==> src/rtl/crossbar_routed.sv <==
// crossbar_routed: N_INPUTS x N_OUTPUTS routed crossbar with a small FIFO per
// output. A runtime routing table selects one source input per output
// (multicast allowed). The table is only replaced once every output FIFO has
// drained, so words already in flight always leave under the routes that
// accepted them.
module crossbar_routed #(
  parameter  int BIT_WIDTH         = 32,
  parameter  int N_INPUTS          = 4,
  parameter  int N_OUTPUTS         = 4,
  parameter  int BUF_DEPTH         = 2,
  localparam int SEL_W             = $clog2(N_INPUTS),
  localparam int FIELD_W           = SEL_W + 1,
  localparam int CONTROL_BIT_WIDTH = N_OUTPUTS * FIELD_W
) (
  input  logic                         clk,
  input  logic                         reset,
  input  logic [BIT_WIDTH-1:0]         recv_msg [N_INPUTS],
  input  logic [N_INPUTS-1:0]          recv_val,
  output logic [N_INPUTS-1:0]          recv_rdy,
  output logic [BIT_WIDTH-1:0]         send_msg [N_OUTPUTS],
  output logic [N_OUTPUTS-1:0]         send_val,
  input  logic [N_OUTPUTS-1:0]         send_rdy,
  input  logic [CONTROL_BIT_WIDTH-1:0] control,
  input  logic                         control_val,
  output logic                         control_rdy
);

  localparam int PTR_W = $clog2(BUF_DEPTH);
  localparam int CNT_W = PTR_W + 1;
  localparam logic [SEL_W:0]   N_IN_LIM  = (SEL_W + 1)'(N_INPUTS);
  localparam logic [CNT_W-1:0] DEPTH_CNT = CNT_W'(BUF_DEPTH);

  typedef enum logic {RUN, DRAIN} state_t;

  state_t                         state_reg, state_next;
  logic [CONTROL_BIT_WIDTH-1:0]   table_reg, table_next;

  logic [N_OUTPUTS-1:0]           out_en;
  logic [SEL_W-1:0]               out_sel [N_OUTPUTS];
  logic [N_OUTPUTS-1:0]           fifo_empty;
  logic [N_OUTPUTS-1:0]           fifo_full;
  logic [N_OUTPUTS-1:0]           push;
  logic [N_OUTPUTS-1:0]           pop;

  logic [N_INPUTS-1:0]            in_mapped;
  logic [N_INPUTS-1:0]            in_blocked;
  logic [N_INPUTS-1:0]            recv_xfer;

  logic                           all_empty;
  logic                           ctrl_xfer;

  assign all_empty   = &fifo_empty;
  assign control_rdy = all_empty;
  assign ctrl_xfer   = control_val && all_empty;
  assign recv_xfer   = recv_val & recv_rdy;

  genvar gi;
  generate
    for (gi = 0; gi < N_OUTPUTS; gi++) begin : g_out
      logic [FIELD_W-1:0]   field;
      logic [BIT_WIDTH-1:0] mem [BUF_DEPTH];
      logic [PTR_W-1:0]     wr_ptr_reg;
      logic [PTR_W-1:0]     rd_ptr_reg;
      logic [CNT_W-1:0]     count_reg;

      // Decode this output's routing field; out-of-range selects count as disabled.
      assign field       = table_reg[gi*FIELD_W +: FIELD_W];
      assign out_sel[gi] = field[SEL_W-1:0];
      assign out_en[gi]  = field[SEL_W] && ({1'b0, field[SEL_W-1:0]} < N_IN_LIM);

      assign fifo_empty[gi] = (count_reg == '0);
      assign fifo_full[gi]  = (count_reg == DEPTH_CNT);
      assign push[gi]       = out_en[gi] && recv_xfer[out_sel[gi]];
      assign pop[gi]        = send_val[gi] && send_rdy[gi];

      assign send_val[gi] = !fifo_empty[gi];
      assign send_msg[gi] = fifo_empty[gi] ? '0 : mem[rd_ptr_reg];

      // Pointer and occupancy bookkeeping; simultaneous push/pop leaves count unchanged.
      always_ff @(posedge clk) begin
        if (!reset) begin
          wr_ptr_reg <= '0;
          rd_ptr_reg <= '0;
          count_reg  <= '0;
        end else begin
          if (push[gi]) wr_ptr_reg <= wr_ptr_reg + 1'b1;
          if (pop[gi])  rd_ptr_reg <= rd_ptr_reg + 1'b1;
          case ({push[gi], pop[gi]})
            2'b10:   count_reg <= count_reg + 1'b1;
            2'b01:   count_reg <= count_reg - 1'b1;
            default: count_reg <= count_reg;
          endcase
        end
      end

      // Storage write; contents need no reset because occupancy gates visibility.
      always_ff @(posedge clk) begin
        if (push[gi]) mem[wr_ptr_reg] <= recv_msg[out_sel[gi]];
      end
    end
  endgenerate

  // An input is ready only if it feeds at least one output and none of those outputs is full.
  always_comb begin
    in_mapped  = '0;
    in_blocked = '0;
    recv_rdy   = '0;
    for (int j = 0; j < N_INPUTS; j++) begin
      for (int k = 0; k < N_OUTPUTS; k++) begin
        if (out_en[k] && (out_sel[k] == SEL_W'(j))) begin
          in_mapped[j] = 1'b1;
          if (fifo_full[k]) in_blocked[j] = 1'b1;
        end
      end
      recv_rdy[j] = (state_reg == RUN) && !ctrl_xfer && in_mapped[j] && !in_blocked[j];
    end
  end

  // State and routing table registers.
  always_ff @(posedge clk) begin
    if (!reset) begin
      state_reg <= RUN;
      table_reg <= '0;
    end else begin
      state_reg <= state_next;
      table_reg <= table_next;
    end
  end

  // Next-state: load table when drained, otherwise hold off inputs until FIFOs empty.
  always_comb begin
    state_next = state_reg;
    table_next = table_reg;
    if (ctrl_xfer) begin
      table_next = control;
      state_next = RUN;
    end else begin
      case (state_reg)
        RUN:     if (control_val) state_next = DRAIN;
        DRAIN:   if (all_empty && !control_val) state_next = RUN;
        default: state_next = RUN;
      endcase
    end
  end

endmodule
==> config.mk <==
export PLATFORM = sky130hd
export DESIGN_NAME = crossbar_routed
export DESIGN_NICKNAME = d
export VERILOG_FILES = /design/src/rtl/crossbar_routed.sv
export SDC_FILE = /design/constraint.sdc
export NUM_CORES = 1
export LEC_CHECK = 0
export BUFFER_PORTS_ARGS = -buffer_cell sky130_fd_sc_hd__buf_2
export CORE_AREA = 8 8 213 215
export CTS_BUF_LIST = sky130_fd_sc_hd__clkbuf_8
export CTS_CLUSTER_SIZE = 25
export DETAILED_ROUTE_END_ITERATION = 7
export DIE_AREA = 0 0 221 223
export GPL_TIMING_DRIVEN = 0
export REMOVE_ABC_BUFFERS = 1
export SLEW_MARGIN = 40
export SYNTH_ARGS = -nofsm -noshare
export SYNTH_HDL_FRONTEND = slang
export SYNTH_SLANG_ARGS = --single-unit
==> constraint.sdc <==
create_clock -name clk -period 3.6 [get_ports clk]
set_input_delay 0.54 -clock clk [delete_from_list [all_inputs] [get_ports clk]]
set_output_delay 0.54 -clock clk [all_outputs]
set_load 0.02 [all_outputs]
## After elaboration in Yosys (flattened, before gate mapping)

Memory sizes are Yosys's and may differ from the RTL's. A register that Yosys moved wholly into a read port is not among the register bits.
Index checks and enable logic that the tools add are counted.

- Output and inout bits: 137
- Input port bits: 151
- Logic and storage cells: 224
- Register bits: 29
- Bits in writable memories: 256
- Memories kept: 4

Memory list:

| name | words | width | read ports | clocked after memory_dff | wr ports | RTL line | RTL |
|---|---|---|---|---|---|---|---|
| g_out[0].mem | 2 | 32 | 1 | 1 | 1 | 61 | `logic [BIT_WIDTH-1:0] mem [BUF_DEPTH];` |
| g_out[1].mem | 2 | 32 | 1 | 1 | 1 | 61 |  |
| g_out[2].mem | 2 | 32 | 1 | 1 | 1 | 61 |  |
| g_out[3].mem | 2 | 32 | 1 | 1 | 1 | 61 |  |

- Add/sub/neg operators: 16
- Equality and inequality tests: 24
- Mux-type cells: 92
- Reductions and logical operators: 59
- Order comparisons: 8
- Bitwise logic cells: 7

Operators with widths:

| kind | number |
|---|---|
| $mux 32 | 12 |
| $bmux 32 s2 | 4 |
| $mux 1 | 67 |
| $logic_and 1x1->1 | 35 |
| $eq 2x2->1 const B | 16 |
| $eq 2x1->1 const B | 8 |
| $logic_not 2->1 | 8 |
| $pmux 2 s2 | 4 |
| $ge 3x3->1 const B | 4 |
| $lt 2x3->1 const B | 4 |
| $not 2->3 | 4 |
| $logic_not 1->1 | 10 |
| $add 1x1->1 const B | 8 |
| $add 2x1->2 const B | 4 |
| $bmux 1 s2 | 4 |
| $reduce_bool 2->1 | 4 |
| $sub 2x1->2 const B | 4 |
| $and 4x4->4 | 1 |
| $reduce_and 4->1 | 1 |
| $not 1->1 | 2 |
| $pmux 1 s2 | 1 |
| $reduce_or 2->1 | 1 |

## Longest topological paths before layout

- Depth in word-level cells: 17
- Depth in mapped cells: 11

## Least setup slack after synthesis

Ideal clock, no wire load.

- Kind: flip-flop to flip-flop
- Start: reg table_reg[1]
- End: mem g_out[1].mem[1][0], enable pin
- Library setup time: 0.434 ns
- Slack: 0.106 ns
- Data arrival time: 3.061 ns
- Cell stages (with the launch flop): 8
- Path through: dfxtp_1 > buf_2 > and3b_1 > nor2b_1 > nor4b_2 > o2bb2ai_1 > nand4_1 > a21oi_1

- Word-level cells in the longest chain between the ends: 17
- Elaborated cells between the ends (all ways): 70
- Those cells by class: eq/ne (3); mux (48); bitwise (1); reduce/logical (18)

Ends and longest elaborated chain:

| what | RTL line | RTL |
|---|---|---|
| from (decl) | 36 | `logic [CONTROL_BIT_WIDTH-1:0] table_reg, table_next;` |
| from (signal assigned) | 126 | `table_reg <= table_next;` |
| $eq 2x1->1 (tied with other cells) | 110 | `if (out_en[k] && (out_sel[k] == SEL_W'(j))) begin` |
| $logic_and 1x1->1 | 110 |  |
| $mux 1 | 110 |  |
| $mux 1 | 112 | `if (fifo_full[k]) in_blocked[j] = 1'b1;` |
| $mux 1 | 110 |  |
| $mux 1 | 112 |  |
| $mux 1 | 110 |  |
| $mux 1 | 112 |  |
| $mux 1 | 110 |  |
| $logic_not 1->1 | 115 | `recv_rdy[j] = (state_reg == RUN) && !ctrl_xfer && in_mapped[j] && !in_blocked[j];` |
| $logic_and 1x1->1 | 115 |  |
| $and 4x4->4 (*) | 55 | `assign recv_xfer = recv_val & recv_rdy;` |
| $bmux 1 s2 (*) | 73 | `assign push[gi] = out_en[gi] && recv_xfer[out_sel[gi]];` |
| $mux 1 (not written as such) (*) | 73 |  |
| $logic_and 1x1->1 (*) | 73 |  |
| $mux 1 (*) | 98 | `if (push[gi]) mem[wr_ptr_reg] <= recv_msg[out_sel[gi]];` |
| $mux 1 (not written as such) (*) | 98 |  |
| to (decl) | 61 |  |

Every way passes the cells marked *; elsewhere a longest branch is shown, timed or not. The select of a mux whose other input is x is not followed.

## Worst setup path after layout

- Start: reg g_out[1].count_reg[1]
- End: out recv_rdy[2]

- Word-level cells in the longest chain between the ends: 9
- Elaborated cells between the ends (all ways): 15
- Those cells by class: eq/ne (1); mux (6); reduce/logical (8)

Ends and longest elaborated chain:

| what | RTL line | RTL |
|---|---|---|
| from (decl) | 64 | `logic [CNT_W-1:0] count_reg;` |
| from (signal assigned) | 89 | `2'b10: count_reg <= count_reg + 1'b1;` |
| from (signal assigned) | 90 | `2'b01: count_reg <= count_reg - 1'b1;` |
| from (signal assigned) | 91 | `default: count_reg <= count_reg;` |
| $eq 2x2->1 | 72 | `assign fifo_full[gi] = (count_reg == DEPTH_CNT);` |
| $mux 1 | 112 |  |
| $mux 1 | 110 |  |
| $mux 1 | 112 |  |
| $mux 1 | 110 |  |
| $mux 1 | 112 |  |
| $mux 1 | 110 |  |
| $logic_not 1->1 | 115 |  |
| $logic_and 1x1->1 (*) | 115 |  |
| to (decl) | 19 | `output logic [N_INPUTS-1:0] recv_rdy,` |

Every way passes the cells marked *; elsewhere a longest branch is shown, timed or not.

==> flow_metrics.tcl <==
set metrics [dict create \
    seq_area_frac_synth 0.5742 \
    cp_slowest_stage_delay_ns 0.52 \
    ant_nets 0 \
    placeableCoreArea_sq_mm 0.04232 \
    drc_errors 0 \
    slew_headroom 0.4854 \
    critical_path_buf_inv_count 1 \
    pwr-share-clk 0.252 \
    clk_pin_slew_ns 0.06 \
    tightest_slew_ns 0.7671 \
    reg2reg_depth 9 \
    synth_commonest_cells "edfxtp_1 (256), nor2_1 (146), mux2i_1 (129), mux4_2 (128), dfxtp_1 (33)" \
    r2r-start "table_reg[7]" \
    ys.flop_type "edfxtp_1" \
    max_freq_mhz 305.0 \
    grt_use_total 0.1891 \
    synth_edf_count 256 \
    layout-drive-gt1-share 0.4348 \
    initial_core_util 0.3436 \
    cp_data_arrival_time_ns 2.74 \
    overflow 0 \
    start_kind "flip-flop" \
    antenna_found_initial 1 \
    r2r_setup_slack_ns 0.38 \
    viasPerCell 5.442 \
    final.setup.tns_ns 0 \
    hpwl_mm 33.81 \
    setup_viol_count_final 0 \
    dieWidth_microns 221 \
    intPower_w 0.007453 \
    powerDensity_mw_per_mm2 635.7 \
    synth_async_sr_flop_share 0 \
    hold_class "input pin to flip-flop" \
    critPathTopFamily "simple AND/OR/NAND/NOR gates" \
    multi_input_area_sq_mm 0.005952 \
    grt_max_degree 24 \
    skew_ns 0.02538 \
    ir_worst_vdd_v 0.0005085 \
    comb_power_share 0.347 \
    final_nets 1403 \
    grt_pass1_vias 10398 \
    slew_viol_final 0 \
    switching_share 0.3565 \
    rows 76 \
    final-seq-area_sq_mm 0.008393 \
    root_buffer "clkbuf_8" \
    path_max_fanout 15 \
    hold_start "control[1]" \
    syn_inst 936 \
    min_to "table_reg[1]" \
    io_pins 288 \
    rsz0062_at_grt "no" \
    drtPass1Iterations 5 \
    largest_register_ffs 256 \
    drtIter0Drc 722 \
    gp_congestion 0.7934 \
    die_h_microns 223 \
    critPathSlowestCell "nor4_2" \
    power.switching_w 0.004129 \
    rr_endpoint "g_out[1].mem[0][13]" \
    numCtsBuffers 52 \
    dieArea_sq_mm 0.04928 \
    numClockSinks 289 \
    clkLatencyLatePin_ns 0.62 \
    cp-end-kind "primary output" \
    wirelength_mm 47.43 \
    portBuffers 287 \
    hold_viol 0 \
    synth.top_cell.area_share 0.5288 \
    ys_ff_latch 289 \
    nFillCells 3846 \
    dr_total_vias 9986 \
    maxCapViolCount 0 \
    wl_per_cell_microns 25.85 \
    synth_area_sq_mm 0.01454 \
    synth_cell_types 57 \
    area_delta_synth_final_pct 25.33 \
    power_leakage_nw 6.404 \
    whs_path_depth 3 \
    synth_top_cell_by_area "edfxtp_1" \
    cts_tree "yes" \
    whs_ns 0.1745 \
    synth_most_common_cell "edfxtp_1" \
    ys_top_cells_by_area "edfxtp_1 (53%), mux4_2 (20%), mux2i_1 (8.9%)" \
    htreeDepth 2 \
    outcome "complete, no violations" \
    crit_chain "nor4_2 -> and2_2 -> nand2_1 -> nand2b_1 -> nor4b_1 -> buf_2" \
    critPathKind "flip-flop to primary output" \
    grt_pass1_wl_mm 69.46 \
    clk_path_buf_depth 3 \
    yosysWarnings 0 \
    avgSynthCellArea_sq_um 15.53 \
    min_period_ns 3.278 \
    crit_required_ns 3.06 \
    ctsHoldBuffers 0 \
    p_seq_frac 0.401 \
    finalCritPeriodShare 0.9106 \
]
area by class of cell:
class | instances | area share
inverters | 12 | 0.002472
clock inverters | 41 | 0.01222
diodes | 1 | 0.0001373
well taps | 546 | 0.03749
multi-input cells | 567 | 0.3267
clock buffers | 53 | 0.04004
repair buffers | 326 | 0.1203
flip-flops and latches | 289 | 0.4607
metrics by stage:
stage | worst slack, ns | cells | instance area [sq um] | util | total power, W
after floorplan | -1.174 | 868 | 14240 | - | 0.006951
after global placement | -4.877 | 1701 | 16360 | 0.3867 | 0.008473
after detailed placement | 0.3453 | 1740 | 17260 | 0.4078 | 0.008764
after CTS | 0.1184 | 1834 | 18210 | 0.4304 | 0.01171
after global routing | 0.09664 | 1834 | 18220 | 0.4305 | 0.01212
final | 0.3217 | 1835 | 18220 | 0.4306 | 0.01158
cells in the final DEF (no fill, tap or decap), types with 6 or more instances in the layout:
| cell type | netlist | final |
|---|---|---|
| buf_8 | 0 | 15 |
| xor2_1 | 8 | 8 |
| nor2_1 | 146 | 137 |
| buf_16 | 0 | 9 |
| nor2_4 | 0 | 9 |
| clkinv_1 | 0 | 19 |
| nand2_1 | 23 | 23 |
| nand3_1 | 20 | 20 |
| buf_2 | 18 | 287 |
| clkinv_2 | 0 | 6 |
| and2_1 | 17 | 16 |
| mux4_2 | 128 | 128 |
| inv_1 | 12 | 24 |
| clkbuf_8 | 0 | 53 |
| mux2i_1 | 129 | 129 |
| buf_12 | 0 | 13 |
| dfxtp_4 | 0 | 12 |
| edfxtp_1 | 256 | 256 |
| dfxtp_1 | 33 | 21 |
| or3_1 | 6 | 6 |
| a21oi_1 | 17 | 16 |
per-layer routing:
layer  up-vias  part of all wire  global-route usage
li1       4335                 -                   -
met1      5131              0.43              0.2510
met2       444              0.48              0.3109
met3        74             0.070             0.04137
met4         2             0.023             0.05166
met5         -           0.00025                   0
worst reg2reg max path, stage by stage, from the launching register on:
cell	delay, ns
dfxtp_4	0.61
buf_12	0.27
and3b_1	0.26
nand2_1	0.06
nor4b_2	0.36
o2bb2ai_1	0.17
nand4_1	0.20
and2_1	0.26
nor2_4	0.42
buf_8	0.29
cells by family (layout without fill, tap and decap cells):
logic type                 after synthesis  count (layout)  synth area share
muxes                                  257             257            0.2871
other                                    0               1                 0
buffers and inverters                   80             432           0.02324
and+or+nand+nor                        256             256           0.08581
DFF                                    289             289            0.5742
adders and majority gates                4               4          0.003443
xor gates and xnor gates                12              12          0.007229
AOI/OAI and AO/OA                       38              38           0.01893
what timing repair did:
| action | in CTS | in global routing |
|---|---|---|
| setup buffers | 0 | 0 |
| gates resized for setup | 1 | 1 |
| endpoints found under the setup margin | 2 | 2 |
| cloned | 0 | 0 |
worst max path at each step:
stage / startpoint / to / slack [ns] / cells after the start
6_report: g_out[1].count_reg[1] / recv_rdy[2] / 0.32 / 6
4_1_cts: g_out[1].count_reg[1] / recv_rdy[2] / 0.12 / 6
3_5_place_dp: table_reg[7] / g_out[1].mem[0][1] / 0.35 / 9
2_1_floorplan: table_reg[6] / g_out[1].mem[1][0] / -1.17 / 6
3_3_place_gp: table_reg[6] / g_out[1].mem[1][24] / -4.88 / 6
5_1_grt: g_out[1].count_reg[1] / recv_rdy[2] / 0.1 / 6
power by group through the flow:
stage	registers, W	logic (W)	clock network (W)
2_1_floorplan	0.00472	0.00223	0
3_3_place_gp	0.00513	0.00334	0
3_5_place_dp	0.00472	0.00404	0
4_1_cts	0.00465	0.00406	0.00300
5_1_grt	0.00469	0.00429	0.00314
6_report	0.00465	0.00402	0.00292
No activity file was read; power rests on OpenSTA's default activity.
